[config.mk]
export PLATFORM = sky130hd
export DESIGN_NAME = int_reg_write_arbiter
export DESIGN_NICKNAME = d
export VERILOG_FILES = /design/src/rtl/int_reg_write_arbiter.sv
export SDC_FILE = /design/constraint.sdc
export NUM_CORES = 1
export LEC_CHECK = 0
export CAP_MARGIN = 20
export CORE_MARGIN = 2
export CORE_UTILIZATION = 25
export DETAILED_ROUTE_END_ITERATION = 16
export PLACE_DENSITY = 0.57
export SETUP_SLACK_MARGIN = 0.02
export SYNTH_ARGS = -nofsm -noshare
export SYNTH_HDL_FRONTEND = slang
export SYNTH_SLANG_ARGS = --single-unit
[constraint.sdc]
create_clock -name clk -period 3.43 [get_ports clk]
set_input_delay 0.343 -clock clk [delete_from_list [all_inputs] [get_ports clk]]
set_output_delay 0.343 -clock clk [all_outputs]
set_load 0.01 [all_outputs]
[src/rtl/int_reg_write_arbiter.sv]
// Integer register-file write port arbiter: commit writes win,
// late results queue in a small FIFO and drain when the port is free.
module int_reg_write_arbiter #(
  parameter int ADDR_WIDTH   = 5,
  parameter int DATA_WIDTH   = 32,
  parameter int QUEUE_DEPTH  = 2,
  parameter int STARVE_LIMIT = 8
) (
  input  logic                  clk,
  input  logic                  rst,
  input  logic                  commit_valid,
  input  logic [ADDR_WIDTH-1:0] commit_addr,
  input  logic [DATA_WIDTH-1:0] commit_value,
  input  logic                  late_valid,
  output logic                  late_ready,
  input  logic [ADDR_WIDTH-1:0] late_addr,
  input  logic [DATA_WIDTH-1:0] late_value,
  input  logic [ADDR_WIDTH-1:0] query_addr,
  output logic                  query_busy,
  output logic                  bubble_req,
  output logic                  write_enable,
  output logic [ADDR_WIDTH-1:0] write_addr,
  output logic [DATA_WIDTH-1:0] write_value
);

  localparam int PW = $clog2(QUEUE_DEPTH);
  localparam int CW = $clog2(QUEUE_DEPTH + 1);
  localparam logic [CW-1:0] FULL = CW'(QUEUE_DEPTH);
  localparam logic [7:0] LIMIT = 8'(STARVE_LIMIT);

  typedef struct packed {
    logic [ADDR_WIDTH-1:0] addr;
    logic [DATA_WIDTH-1:0] value;
  } wr_t;

  wr_t           mem [QUEUE_DEPTH];
  wr_t           head;
  logic [PW-1:0] wr_ptr;
  logic [PW-1:0] rd_ptr;
  logic [CW-1:0] count;
  logic [7:0]    starve_cnt;
  logic [7:0]    starve_nxt;
  logic          empty;
  logic          push;
  logic          pop;

  assign empty      = (count == '0);
  assign late_ready = (count != FULL);
  // x0 results are accepted but never stored
  assign push = late_valid && late_ready
             && (late_addr != '0);
  assign pop  = !commit_valid && !empty;
  assign head = mem[rd_ptr];

  always_ff @(posedge clk) begin
    if (push) begin
      mem[wr_ptr] <= '{addr: late_addr,
                       value: late_value};
    end
  end

  always_ff @(posedge clk or negedge rst) begin
    if (!rst) begin
      wr_ptr <= '0;
      rd_ptr <= '0;
      count  <= '0;
    end else begin
      if (push) wr_ptr <= wr_ptr + 1'b1;
      if (pop)  rd_ptr <= rd_ptr + 1'b1;
      unique case ({push, pop})
        2'b10:   count <= count + 1'b1;
        2'b01:   count <= count - 1'b1;
        default: count <= count;
      endcase
    end
  end

  always_ff @(posedge clk or negedge rst) begin
    if (!rst) begin
      write_enable <= 1'b0;
      write_addr   <= '0;
      write_value  <= '0;
    end else begin
      unique case (1'b1)
        commit_valid: begin
          write_enable <= (commit_addr != '0);
          if (commit_addr != '0) begin
            write_addr  <= commit_addr;
            write_value <= commit_value;
          end
        end
        pop: begin
          write_enable <= 1'b1;
          write_addr   <= head.addr;
          write_value  <= head.value;
        end
        default: write_enable <= 1'b0;
      endcase
    end
  end

  always_comb begin
    starve_nxt = starve_cnt;
    if (pop || empty) begin
      starve_nxt = '0;
    end else if (commit_valid && starve_cnt != 8'hff) begin
      starve_nxt = starve_cnt + 1'b1;
    end
  end

  // bubble tracks the updated count so it drops right after a pop
  always_ff @(posedge clk or negedge rst) begin
    if (!rst) begin
      starve_cnt <= '0;
      bubble_req <= 1'b0;
    end else begin
      starve_cnt <= starve_nxt;
      bubble_req <= (starve_nxt >= LIMIT);
    end
  end

  always_comb begin
    query_busy = 1'b0;
    for (int k = 0; k < QUEUE_DEPTH; k++) begin
      if (CW'(k) < count
          && mem[rd_ptr + PW'(k)].addr == query_addr) begin
        query_busy = 1'b1;
      end
    end
    if (write_enable && write_addr == query_addr) begin
      query_busy = 1'b1;
    end
    if (query_addr == '0) begin
      query_busy = 1'b0;
    end
  end

endmodule

==> results.json <==
{
  "outcome": "completed",
  "clk_pin_slew_worst_paths_ns": 0.06,
  "cts_setup_buffers": 0,
  "swShare": 0.312,
  "tns_ns": 0,
  "p_sw_mw": 1.88,
  "worstRegToRegCells": 6,
  "leakage_nw": 2.74,
  "ctsResizeCount": 0,
  "die_w_um": 149,
  "area_growth_pct": 41.3,
  "core_area_um2": 20900,
  "syn-num-nets": 519,
  "finalCritPeriodShare": 0.919,
  "die_y_um": 149,
  "postCtsHoldBufs": 0,
  "wl_per_cell_um": 16.1,
  "clkPwrFrac": 0.306,
  "dpl.hpwl_mm": 9.28,
  "cts_buffers": 17,
  "htree_num_levels": 4,
  "grt_pass1_wl_mm": 21.1,
  "worst_slew_pin_slew_ns": 0.935,
  "worstPathMaxFanout": 11,
  "crit_type": "register to output port",
  "end_kind": "output port",
  "ys_top_cells_by_area": "edfxtp_1, dfrtp_1, nand2_1, a211oi_1, a31oi_1",
  "power_frac_comb": 0.307,
  "avgSynthCellArea_um2": 12.3,
  "grtUsageTotal": 0.127,
  "drtPass1Iterations": 4,
  "stdcell_area_um2": 7470,
  "clock_skew_ns": 0.00776,
  "drive_above_1_share": 0.0773,
  "synth-async-reset-ratio": 0.408,
  "yosysSeqAreaShare": 0.662,
  "synth_top_area_share": 0.420,
  "cts_sinks": 125,
  "cts-root-buf": "clkbuf_16",
  "cp_data_arrival_time_ns": 2.81,
  "power_density_nw_per_um2": 807,
  "setup_violations": 0,
  "maxCapViolCount": 0,
  "drc": 0,
  "antenna_found_initial": 1,
  "syn_area_um2": 5290,
  "rows": 53,
  "min_period_ns": 3.15,
  "yosys_warnings": 0,
  "dieArea_um2": 22300,
  "routed_wl_mm": 13.6,
  "crit_required_ns": 3.09,
  "grt_max_degree": 72,
  "antenna_cells": 0,
  "first_global_vias": 3905,
  "drv_slew": 0,
  "relSlewSlack": 0.377,
  "place_area_um2": 6860,
  "clk_latency_ns": 0.42,
  "synth_seq_cells": 125,
  "clockBufferDepth": 2,
  "holdWs_ns": 0.0660,
  "worst_setup_path_start_kind": "register",
  "pin_count": 124,
  "synth.largest_area_cell": "edfxtp_1",
  "postSynthCellCount": 431,
  "ir_worst_vdd_uv": 369,
  "place.gp.congestion": 0.883,
  "drtIter0Drc": 172,
  "rsz0062_at_grt": "false",
  "synth_ff_type": "edfxtp_1",
  "vias": 3836,
  "min_path_type": "input port to asynchronous set/reset pin",
  "fmax_mhz": 317,
  "synth_cell_types": 32,
  "grt-ovfl-total": 0,
  "cts_tree": "yes",
  "synth_edf_count": 74,
  "via_per_inst": 4.55,
  "portBuffers": 123,
  "start_util": 0.253,
  "finalNetCount": 644,
  "ant_nets": 0,
  "hold_violations": 0,
  "p_int_mw": 4.14,
  "seq_power_share": 0.386
}
[per-stage QoR]
| stage | total power, mW | cells | util | setup slack [ns] |
|---|---|---|---|---|
| finish | 6.03 | 844 | 0.358 | 0.278 |
| global route | 6.35 | 844 | 0.358 | 0.138 |
| floorplan | 3.30 | 431 | - | 0.522 |
| global placement | 4.15 | 810 | 0.327 | 0.730 |
| detailed placement | 4.24 | 812 | 0.329 | 0.675 |
| CTS | 6.11 | 844 | 0.358 | 0.263 |
[metal layers]
| layer | up-vias | wire (µm) | track usage |
|---|---|---|---|
| met5 | - | 12 | 0 |
| met4 | 2 | 318 | 0.0581 |
| met3 | 26 | 827 | 0.0363 |
| met2 | 141 | 6530 | 0.206 |
| met1 | 1848 | 5940 | 0.157 |
| li1 | 1819 | - | - |
[state kept, by name, indices dropped and copies added, names as in the netlist]
signal	count
wr_ptr	1
write_enable	1
rd_ptr	1
bubble_req	1
write_value	32
count	2
starve_cnt	8
mem	74
write_addr	5
[synth_stat cells (3+ instances only)]
| library cell | number |
|---|---|
| a211oi_1 | 32 |
| a21oi_1 | 9 |
| a31oi_1 | 33 |
| and3_1 | 8 |
| buf_2 | 7 |
| buf_6 | 3 |
| clkbuf_1 | 12 |
| dfrtp_1 | 51 |
| edfxtp_1 | 74 |
| ha_1 | 5 |
| inv_1 | 7 |
| mux2i_1 | 11 |
| nand2_1 | 81 |
| nand3_1 | 3 |
| nand4_1 | 3 |
| nor2_1 | 13 |
| nor2b_1 | 33 |
| nor3_1 | 3 |
| o211ai_1 | 4 |
| o21ai_0 | 5 |
| or4_1 | 4 |
| xnor2_1 | 15 |
| xor2_1 | 5 |
[power by group through the flow]
stage               registers [mW]  clock network, mW  logic, mW
detailed placement            2.35                  0       1.88
finish                        2.33               1.85       1.85
floorplan                     2.40                  0      0.899
CTS                           2.33               1.88       1.89
global route                  2.38               1.94       2.03
global placement              2.35                  0       1.80
[worst max-delay path, stage by stage, from the launching register on]
cell	delay, ns
dfrtp_2	0.54
mux2i_1	0.34
xor2_1	0.20
nand4_1	0.11
or4_1	0.49
o311ai_1	0.11
clkdlybuf4s50_1	0.59
[final cells by class]
class	count	area [µm²]
Sequential cell	125	3500
Clock inverter	14	169
Multi-Input combinational cell	275	1660
Timing Repair Buffer	130	1330
Inverter	7	26.3
Fill cell	2056	13400
Clock buffer	18	439
Tap cell	275	344
[cell usage in the layout (no fill, tap or decap), drive strengths merged, types with 11 or more instances in the layout]
cell type and n:
a31oi 33, nand2 81, mux2i 11, dfrtp 51, xnor2 15, edfxtp 74
nor2b 33, clkdlybuf4s50 122, a211oi 32, nor2 13, clkbuf 18
[cells by family (layout without fill, tap and decap cells)]
group | Yosys count | after routing | share of synthesized area
compound gates | 86 | 86 | 0.107
xor+xnor | 20 | 20 | 0.0331
fa+ha+maj | 5 | 5 | 0.0118
buf+inv | 31 | 169 | 0.0286
flops | 125 | 125 | 0.662
mux | 11 | 11 | 0.0208
simple gates | 153 | 153 | 0.137
[worst paths after layout]
path,start,end,slack [ns]
worst min register to register,count[1],count[1],0.52
worst max-delay path,rd_ptr,query_busy,0.28
min in group clk,commit_value[22],write_value[22],0.49
worst max register to register,count[0],mem[1][12],1.26
worst min-delay path,rst,starve_cnt[7],0.07
max in group asynchronous,rst,rd_ptr,2.53
(Power assumes the default switching activity.)
